===== src/rtl/digdug_devbus_arbiter_if.sv =====
// Device-bus sharing interface between the three game CPUs and the I/O device module.
// The master view belongs to the arbiter; the slave view is the CPU/device side.
interface digdug_devbus_arbiter_if;
    logic        pause;
    logic [2:0]  req;
    logic [2:0]  rq_wr;
    logic [47:0] rq_ad;
    logic [23:0] rq_di;
    logic [2:0]  ack;
    logic [7:0]  rq_do;
    logic [15:0] dev_ad;
    logic        dev_rd;
    logic        dev_wr;
    logic [7:0]  dev_di;
    logic [7:0]  dev_do;
    logic        dev_dv;
    logic [1:0]  gnt_id;
    logic        tout;

    modport master (
        input  pause, req, rq_wr, rq_ad, rq_di, dev_do, dev_dv,
        output ack, rq_do, dev_ad, dev_rd, dev_wr, dev_di, gnt_id, tout
    );

    modport slave (
        output pause, req, rq_wr, rq_ad, rq_di, dev_do, dev_dv,
        input  ack, rq_do, dev_ad, dev_rd, dev_wr, dev_di, gnt_id, tout
    );
endinterface


===== src/rtl/digdug_devbus_arbiter.sv =====
// Device-bus arbiter: grants the shared I/O bus to the main, sub or sound CPU,
// runs one read or write at a time and forces completion of reads that never see DEV_DV.
// All outputs are registered; the next-state logic computes their next values.
module digdug_devbus_arbiter #(
    parameter int TIMEOUT    = 16,
    parameter bit FIXED_PRIO = 1'b0
) (
    input logic MCLK,
    input logic RESET,
    digdug_devbus_arbiter_if.master bus
);

    typedef enum logic [1:0] {
        IDLE   = 2'd0,
        ADDR   = 2'd1,
        WAITDV = 2'd2,
        DONE   = 2'd3
    } state_t;

    localparam logic [7:0] CNT_LAST = 8'(TIMEOUT - 1);

    state_t      state_r, state_s;
    logic [1:0]  id_r, id_s;
    logic        wr_r, wr_s;
    logic [7:0]  cnt_r, cnt_s;
    logic [1:0]  last_r, last_s;
    logic [1:0]  gnt_id_r, gnt_id_s;
    logic [2:0]  ack_r, ack_s;
    logic [7:0]  rq_do_r, rq_do_s;
    logic        tout_r, tout_s;
    logic [15:0] dev_ad_r, dev_ad_s;
    logic [7:0]  dev_di_r, dev_di_s;
    logic        dev_rd_r, dev_rd_s;
    logic        dev_wr_r, dev_wr_s;
    logic [1:0]  pick_s;

    // First pending requester after the last one served, wrapping 0..2.
    function automatic logic [1:0] rr_pick(input logic [2:0] req, input logic [1:0] last);
        logic [1:0] cand;
        logic [1:0] pick;
        logic       found;
        cand  = last;
        pick  = 2'd0;
        found = 1'b0;
        for (int i = 0; i < 3; i++) begin
            cand = (cand == 2'd2) ? 2'd0 : cand + 2'd1;
            if (!found && req[cand]) begin
                pick  = cand;
                found = 1'b1;
            end
        end
        return pick;
    endfunction

    // Lowest-numbered pending requester.
    function automatic logic [1:0] fixed_pick(input logic [2:0] req);
        logic [1:0] pick;
        if (req[0]) begin
            pick = 2'd0;
        end else if (req[1]) begin
            pick = 2'd1;
        end else begin
            pick = 2'd2;
        end
        return pick;
    endfunction

    function automatic logic [15:0] ad_slice(input logic [47:0] ad, input logic [1:0] id);
        case (id)
            2'd0:    return ad[15:0];
            2'd1:    return ad[31:16];
            default: return ad[47:32];
        endcase
    endfunction

    function automatic logic [7:0] di_slice(input logic [23:0] di, input logic [1:0] id);
        case (id)
            2'd0:    return di[7:0];
            2'd1:    return di[15:8];
            default: return di[23:16];
        endcase
    endfunction

    function automatic logic [2:0] onehot(input logic [1:0] id);
        case (id)
            2'd0:    return 3'b001;
            2'd1:    return 3'b010;
            default: return 3'b100;
        endcase
    endfunction

    // Arbitration winner among the currently pending requests.
    always_comb begin
        if (FIXED_PRIO) begin
            pick_s = fixed_pick(bus.req);
        end else begin
            pick_s = rr_pick(bus.req, last_r);
        end
    end

    // Next state and next register/output values; strobes and ACK default low.
    always_comb begin
        state_s  = state_r;
        id_s     = id_r;
        wr_s     = wr_r;
        cnt_s    = cnt_r;
        last_s   = last_r;
        gnt_id_s = gnt_id_r;
        ack_s    = 3'b000;
        rq_do_s  = rq_do_r;
        tout_s   = tout_r;
        dev_ad_s = dev_ad_r;
        dev_di_s = dev_di_r;
        dev_rd_s = 1'b0;
        dev_wr_s = 1'b0;
        case (state_r)
            IDLE: begin
                if (!bus.pause && (bus.req != 3'b000)) begin
                    id_s     = pick_s;
                    wr_s     = bus.rq_wr[pick_s];
                    gnt_id_s = pick_s;
                    dev_ad_s = ad_slice(bus.rq_ad, pick_s);
                    dev_di_s = di_slice(bus.rq_di, pick_s);
                    dev_wr_s = bus.rq_wr[pick_s];
                    dev_rd_s = ~bus.rq_wr[pick_s];
                    state_s  = ADDR;
                end else begin
                    state_s  = IDLE;
                end
            end
            ADDR: begin
                cnt_s = 8'd0;
                if (wr_r) begin
                    ack_s   = onehot(id_r);
                    state_s = DONE;
                end else if (bus.dev_dv) begin
                    rq_do_s = bus.dev_do;
                    ack_s   = onehot(id_r);
                    state_s = DONE;
                end else begin
                    dev_rd_s = 1'b1;
                    state_s  = WAITDV;
                end
            end
            WAITDV: begin
                if (bus.dev_dv) begin
                    rq_do_s = bus.dev_do;
                    ack_s   = onehot(id_r);
                    state_s = DONE;
                end else if (cnt_r == CNT_LAST) begin
                    rq_do_s = 8'hFF;
                    tout_s  = 1'b1;
                    ack_s   = onehot(id_r);
                    state_s = DONE;
                end else begin
                    cnt_s    = cnt_r + 8'd1;
                    dev_rd_s = 1'b1;
                    state_s  = WAITDV;
                end
            end
            DONE: begin
                last_s  = id_r;
                state_s = IDLE;
            end
            default: begin
                state_s = IDLE;
            end
        endcase
    end

    // State and output registers; RESET aborts any transaction without an ACK.
    always_ff @(posedge MCLK) begin
        if (RESET) begin
            state_r  <= IDLE;
            id_r     <= 2'd0;
            wr_r     <= 1'b0;
            cnt_r    <= 8'd0;
            last_r   <= 2'd2;
            gnt_id_r <= 2'd0;
            ack_r    <= 3'b000;
            rq_do_r  <= 8'h00;
            tout_r   <= 1'b0;
            dev_ad_r <= 16'h0000;
            dev_di_r <= 8'h00;
            dev_rd_r <= 1'b0;
            dev_wr_r <= 1'b0;
        end else begin
            state_r  <= state_s;
            id_r     <= id_s;
            wr_r     <= wr_s;
            cnt_r    <= cnt_s;
            last_r   <= last_s;
            gnt_id_r <= gnt_id_s;
            ack_r    <= ack_s;
            rq_do_r  <= rq_do_s;
            tout_r   <= tout_s;
            dev_ad_r <= dev_ad_s;
            dev_di_r <= dev_di_s;
            dev_rd_r <= dev_rd_s;
            dev_wr_r <= dev_wr_s;
        end
    end

    assign bus.ack    = ack_r;
    assign bus.rq_do  = rq_do_r;
    assign bus.dev_ad = dev_ad_r;
    assign bus.dev_rd = dev_rd_r;
    assign bus.dev_wr = dev_wr_r;
    assign bus.dev_di = dev_di_r;
    assign bus.gnt_id = gnt_id_r;
    assign bus.tout   = tout_r;

endmodule

===== src/flat_wrapper.sv =====
// flat-port wrapper written by rule: the top's interface ports become plain ports
module digdug_devbus_arbiter_flat 
#(
    parameter int TIMEOUT    = 16,
    parameter bit FIXED_PRIO = 1'b0
)
  (MCLK, RESET, bus_pause, bus_req, bus_rq_wr, bus_rq_ad, bus_rq_di, bus_dev_do, bus_dev_dv, bus_ack, bus_rq_do, bus_dev_ad, bus_dev_rd, bus_dev_wr, bus_dev_di, bus_gnt_id, bus_tout);
  digdug_devbus_arbiter_if bus_i ();
  input logic MCLK;
  input logic RESET;
  input wire logic [$bits(bus_i.pause)-1:0] bus_pause;
  input wire logic [$bits(bus_i.req)-1:0] bus_req;
  input wire logic [$bits(bus_i.rq_wr)-1:0] bus_rq_wr;
  input wire logic [$bits(bus_i.rq_ad)-1:0] bus_rq_ad;
  input wire logic [$bits(bus_i.rq_di)-1:0] bus_rq_di;
  input wire logic [$bits(bus_i.dev_do)-1:0] bus_dev_do;
  input wire logic [$bits(bus_i.dev_dv)-1:0] bus_dev_dv;
  output wire logic [$bits(bus_i.ack)-1:0] bus_ack;
  output wire logic [$bits(bus_i.rq_do)-1:0] bus_rq_do;
  output wire logic [$bits(bus_i.dev_ad)-1:0] bus_dev_ad;
  output wire logic [$bits(bus_i.dev_rd)-1:0] bus_dev_rd;
  output wire logic [$bits(bus_i.dev_wr)-1:0] bus_dev_wr;
  output wire logic [$bits(bus_i.dev_di)-1:0] bus_dev_di;
  output wire logic [$bits(bus_i.gnt_id)-1:0] bus_gnt_id;
  output wire logic [$bits(bus_i.tout)-1:0] bus_tout;
  assign bus_i.pause = bus_pause;
  assign bus_i.req = bus_req;
  assign bus_i.rq_wr = bus_rq_wr;
  assign bus_i.rq_ad = bus_rq_ad;
  assign bus_i.rq_di = bus_rq_di;
  assign bus_i.dev_do = bus_dev_do;
  assign bus_i.dev_dv = bus_dev_dv;
  assign bus_ack = bus_i.ack;
  assign bus_rq_do = bus_i.rq_do;
  assign bus_dev_ad = bus_i.dev_ad;
  assign bus_dev_rd = bus_i.dev_rd;
  assign bus_dev_wr = bus_i.dev_wr;
  assign bus_dev_di = bus_i.dev_di;
  assign bus_gnt_id = bus_i.gnt_id;
  assign bus_tout = bus_i.tout;
  digdug_devbus_arbiter #(.TIMEOUT(TIMEOUT), .FIXED_PRIO(FIXED_PRIO)) u_core (.MCLK(MCLK), .RESET(RESET), .bus(bus_i));
endmodule

===== config.mk =====
export PLATFORM = sky130hd
export DESIGN_NAME = digdug_devbus_arbiter_flat
export DESIGN_NICKNAME = d
export VERILOG_FILES = /design/src/rtl/digdug_devbus_arbiter_if.sv /design/src/rtl/digdug_devbus_arbiter.sv /design/src/flat_wrapper.sv
export SDC_FILE = /design/constraint.sdc
export NUM_CORES = 1
export LEC_CHECK = 0
export BUFFER_PORTS_ARGS = -buffer_cell sky130_fd_sc_hd__buf_4
export CAP_MARGIN = 20
export CELL_PAD_IN_SITES_DETAIL_PLACEMENT = 1
export CELL_PAD_IN_SITES_GLOBAL_PLACEMENT = 1
export CORE_MARGIN = 2
export CORE_UTILIZATION = 32
export CTS_BUF_LIST = sky130_fd_sc_hd__clkbuf_16
export CTS_CLUSTER_DIAMETER = 50
export DETAILED_ROUTE_END_ITERATION = 10
export PLACE_DENSITY_LB_ADDON = 0.15
export RECOVER_POWER = 25
export SYNTH_ARGS = -nofsm -noshare
export SYNTH_HDL_FRONTEND = slang
export SYNTH_SLANG_ARGS = --single-unit
export TNS_END_PERCENT = 30

===== constraint.sdc =====
create_clock -name MCLK -period 2.06 [get_ports MCLK]
set_clock_uncertainty 0.05 [all_clocks]
set_input_delay 0.103 -clock MCLK [delete_from_list [all_inputs] [get_ports MCLK]]
set_output_delay 0.103 -clock MCLK [all_outputs]
set_load 0.01 [all_outputs]

### After elaboration in Yosys (flattened, before gate mapping)

Index checks and enable logic that the tools add are counted.
W data, S select, Z words.

| storage, ports and cells | value |
|---|---|
| word-level logic and storage cells | 98 |
| register bits | 53 |
| bits of input ports | 90 |
| output and inout bits | 40 |

| operators by class | value |
|---|---|
| reductions and logical operators | 16 |
| bitwise logic cells | 4 |
| equal/unequal tests | 14 |
| magnitude comparators | 4 |
| add/sub/neg operators | 4 |
| muxes and demuxes | 44 |

Operators with widths:

| kind | number |
|---|---|
| $mux W8 | 6 |
| $pmux W8 S2 | 3 |
| $pmux W16 S2 | 1 |
| $mux W2 | 8 |
| $mux W1 | 14 |
| $lt A2 B3 Y1 const B | 4 |
| $mux W3 | 4 |
| $pmux W3 S2 | 2 |
| $eq A2 B2 Y1 const B | 5 |
| $add A8 B1 Y8 const B | 1 |
| $bmux W1 S2 | 4 |
| $eq A8 B4 Y1 const B | 1 |
| $ne A2 B2 Y1 const B | 4 |
| $pmux W2 S4 | 1 |
| $add A2 B1 Y2 const B | 3 |
| $eq A2 B1 Y1 const B | 3 |
| $logic_not A2 Y1 | 3 |
| $reduce_and A3 Y1 | 2 |
| $not A1 Y1 | 4 |
| $reduce_and A4 Y1 | 1 |
| $logic_and A1 B1 Y1 | 3 |
| $logic_not A1 Y1 | 3 |
| $ne A3 B2 Y1 const B | 1 |
| $pmux W1 S3 | 1 |
| other kinds (4) | 4 |

### Longest topological paths before layout

| depth | value |
|---|---|
| word-level depth | 16 |
| mapped depth | 7 |

### Least setup slack after synthesis

No wires, ideal clock.

| path | value |
|---|---|
| path type | register -> register |
| start point | reg u_core.state_r[0] |
| end point | reg u_core.cnt_r[7] |
| required time | 1.940 ns |
| path slack | 0.261 ns |
| stages on the path, launching flop included | 7 |
| arrival | 1.679 ns |
| library setup time | 0.070 ns |
| cells stage by stage | dfxtp_1 -> inv_1 -> ha_1 -> a21boi_1 -> o2111ai_1 -> or3_1 -> a21oi_1 |

| on the way | value |
|---|---|
| cells in the longest elaborated chain, start to end | 3 |
| elaborated cells between the ends (all ways) | 7 |
| those cells by class | eq/ne (4); mux (1); reduce/logical (2) |

RTL lines:

| item | line | RTL |
|---|---|---|
| from (decl) | digdug_devbus_arbiter.sv:22 | `state_t state_r, state_s;` |
| from (signal assigned) | digdug_devbus_arbiter.sv:188 | `state_r <= state_s;` |
| $eq A2 B2 Y1 / $eq A2 B1 Y1 (equally long branches) | digdug_devbus_arbiter.sv:116 | `case (state_r)` |
| $ne A2 B2 Y1 (no source line) / $reduce_bool A2 Y1 (equally long branches) | -- |  |
| $reduce_and A3 Y1 (no source line) | -- |  |
| to (signal assigned) | digdug_devbus_arbiter.sv:191 | `cnt_r <= cnt_s;` |
| to (decl) | digdug_devbus_arbiter.sv:25 | `logic [7:0] cnt_r, cnt_s;` |

Parallel ways exist; a longest one is shown, timed or not.
A chain may end at the register's enable or synchronous reset.

### Final worst setup path

| path | value |
|---|---|
| start point | reg u_core.state_r[1] |
| end point | reg u_core.cnt_r[7] |

The elaborated chain is that of the path after synthesis.

==> impl_results.md <==
- Tot GR Track Use: 0.183
- Hold_sp: bus_rq_ad[11]
- Total I/O pin count: 130
- WHS Path Cells: 3
- Synth Warn #: 0
- Mapped Cells: 307
- H-Tree Depth: 2
- Die Area: 8990 sq um
- Gr ovfl total: 0
- Syn avg cell area: 8.60 sq um
- CP Capture Type: flop
- Fillcell total: 1,009
- Setup_tns: 0 ns
- Yosys reg bits: 53
- P_leak: 0.00150 uW
- Total CTS buffers: 5
- Placer Congestion: around 0.76
- RSZ-0062 raised after global routing: yes
- Layout Nets: approximately 520
- CTS tree: yes
- Leading area contributor after synthesis: dfxtp_1
- First-pass iteration count of the detailed router: 4
- Half-perimeter wire length after placement: between 6000 and 7000 um
- Die Ht: 94.8 um
- Reg2Reg Launch Point: u_core.state_r[1]$_SDFF_PP0_
- Distinct cells, synth: 46
- Post-synth net total: 404
- Starting Density: 0.326
- Synth cell count leaders: 53 x dfxtp_1, 37 x nor2_1, 30 x o21ai_0
- DRC viols: 0
- R2r endpoint: u_core.cnt_r[7]$_SDFFE_PP0P_
- Relative slew slack: 0.668
- Critical path fanouts, max: 5
- Mux contribution to synthesized area: 0.0114
- Number of max-cap violations: 0
- Initial antenna violation count: 0
- Critical Path End: u_core.cnt_r[7]$_SDFFE_PP0P_
- Min Tclk post-route: between 1.5 and 2 ns
- Synth Area in XOR/XNOR: 0.00664
- CTS Sinks: 53
- First-pass GRT wire length: 13,100 um
- Slew Viols, Final: 0
- Via density: between 5 and 6
- Cell Pwr Density: 715 nW/um^2
- Crit path kind: flop to flop
- Drt wl/cell: 16.0 um
- Flop2flop setup slack: approximately 0.11 ns
- Most frequent cell after synthesis: dfxtp_1
- FP Rows: 33
- Antenna viol nets, final: 0
- Hold Crit Class: input pin to flop
- Port bufs: 129
- Post-synthesis simple-gate area fraction: 0.159
- Final Core Density: 0.470
- Post-cts hold buffer count: 0
- Clk_lat worst skew: 0.29 ns
- Hold Vio Cnt, Final: 0
- Initial drt markers: just under 90
- Clock transition at path regs: 0.07 ns
- Final Non-Filler Cells: 533
- VDD IR max: approximately 370 uV
- Pin count of the biggest net entering global routing: 51
- Crit path required time: 2.23 ns
- Largest family of logic cells by synthesized area: compound AO/OA/AOI/OAI gates
- Adder-Cell Fraction of Synth Area: 0.0332
- Total Wirelength: 8510 um
- Layout area overhead: 44.2%
- Worst EP arrival: 2.12 ns
- Hold slack: 0.0532 ns
- Startpoint Class: flop
- Fraction of layout cells with a size suffix above 1: 0.299
- Setup violations, final: 0
- Placed cells: 525
- Vias: 2,800
- Ys flop type: dfxtp_1
- Post-synth top area share: 0.402
- Root Buffer: clkbuf_16
- Diode count: 0
- Post-synthesis sequential area ratio: 0.402
- Top cells by area, synth: dfxtp_1 40%, a311oi_1 8.3%, a22oi_1 7.1%, o21ai_0 5.7%, nor2_1 5.3%
- Post-synthesis compound-gate area fraction: 0.333
- Slew of the pin with the lowest slew margin: 0.498 ns
- Cells on worst reg2reg path: 6
- Critical Path Start: u_core.state_r[1]$_SDFF_PP0_
- Fmax achieved: between 500 and 600 MHz
- Area of the mapped netlist: 2640 sq um
- Number of flops mapped to enable cells by yosys: 0
- CTS max path bufs: 2
- Core Area: 8090 sq um
- Status: complete, no violations
- Vias in the first global route: 2,743
- Placed inst area: 3720 sq um
- Final worst-path cycle share: 0.946
- Die Width: roughly 95 um
- Ys async rst share: 0
- Design area: 3810 sq um
==> how the worst min path moves through the flow <==
stage                                                     to  slack, ns
after detailed placement    u_core.bus.rq_do[1]$_SDFFE_PP0P_       0.35
final                     u_core.bus.dev_ad[11]$_SDFFE_PP0P_       0.05
after global placement      u_core.bus.rq_do[2]$_SDFFE_PP0P_       0.34
after global routing       u_core.bus.dev_ad[7]$_SDFFE_PP0P_       0.06
after floorplan            u_core.bus.dev_ad[0]$_SDFFE_PP0P_       0.23
after CTS                   u_core.bus.rq_do[1]$_SDFFE_PP0P_       0.05
==> placed cells by master (no fill, tap or decap), types with 3 or more instances in the layout <==
cell / Yosys / final
buf_4: 1 / 111
dfxtp_1: 53 / 53
nor2_1: 37 / 37
o21ai_0: 30 / 30
a22oi_1: 25 / 25
a311oi_1: 25 / 25
clkbuf_1: 15 / 22
a21oi_1: 15 / 15
inv_1: 9 / 9
nand3_1: 9 / 9
o22ai_1: 8 / 8
ha_1: 7 / 7
nor2b_1: 5 / 5
clkbuf_16: 0 / 5
o211ai_1: 4 / 4
nand2_1: 4 / 4
nand4_1: 4 / 4
or3_1: 4 / 4
a211oi_1: 4 / 4
nand2b_1: 3 / 3
o21a_1: 3 / 3
nor3_1: 3 / 3
mux2i_1: 3 / 3
buf_12: 0 / 3
==> state kept, by name, summed over array words and instances, names as in the netlist <==
| name | flops |
|---|---|
| u_core.bus.dev_ad | 16 |
| u_core.bus.dev_di | 8 |
| u_core.bus.rq_do | 8 |
| u_core.cnt_r | 8 |
| u_core.bus.ack | 3 |
| u_core.id_r | 2 |
| u_core.last_r | 2 |
| u_core.state_r | 2 |
| u_core.bus.dev_rd | 1 |
| u_core.bus.dev_wr | 1 |
| u_core.bus.tout | 1 |
| u_core.wr_r | 1 |
==> critical path, cell delays in order, from the launching register on <==
cell       delay, ns
dfxtp_1         0.40
inv_1           0.11
ha_1            0.37
a21boi_4        0.27
o2111ai_1       0.15
or3_1           0.37
a21oi_1         0.15
==> through the flow <==
step           setup slack, ns  power, uW
6_report                 0.112       2720
4_1_cts                 0.0114       2770
5_1_grt                -0.0162       2880
3_5_place_dp            0.0359       1940
2_1_floorplan            0.261       1560
3_3_place_gp             0.137       1920
==> layer usage <==
metal / track usage / wire length, um / share of wire / vias to the layer above
met5: 0 / 0 / 0 / -
met3: 0.0543 / 610 / 0.072 / 13
met1: 0.236 / 3630 / 0.43 / 1296
li1: - / - / - / 1407
met4: 0.0628 / 176 / 0.021 / 0
met2: 0.290 / 4090 / 0.48 / 84
==> logic make-up (layout without fill, tap and decap cells) <==
logic type | Yosys count | in the layout
buffers and inverters | 32 | 153
muxes | 3 | 3
and+or+nand+nor | 82 | 82
adders and majority gates | 7 | 7
AOI/OAI and AO/OA | 128 | 128
xor gates and xnor gates | 2 | 2
DFF | 53 | 53
==> power by group <==
part / switching, uW / internal [uW] / leakage [uW] / total (uW)
Sequential: 53.7 / 1120 / 0.000434 / 1170
Clock: 386 / 447 / 0.0000696 / 833
Combinational: 372 / 347 / 0.00100 / 718
==> area by class of cell <==
type / count / area [sq um] / area share
Multi-Input combinational cell: 222 / 1460 / 0.384
Clock inverter: 3 / 17.5 / 0.00460
Inverter: 9 / 33.8 / 0.00888
Clock buffer: 5 / 125 / 0.0329
Tap cell: 105 / 131 / 0.0345
Sequential cell: 53 / 1060 / 0.279
Timing Repair Buffer: 136 / 976 / 0.256
==> repair_timing <==
action / 4_1_cts / 5_1_grt
endpoints found under the setup margin: 0 / 4
hold endpoints to repair: 0 / 0
buffers inserted: 0 / 0
gates resized for setup: 0 / 4
No activity file was read; power rests on OpenSTA's default activity.
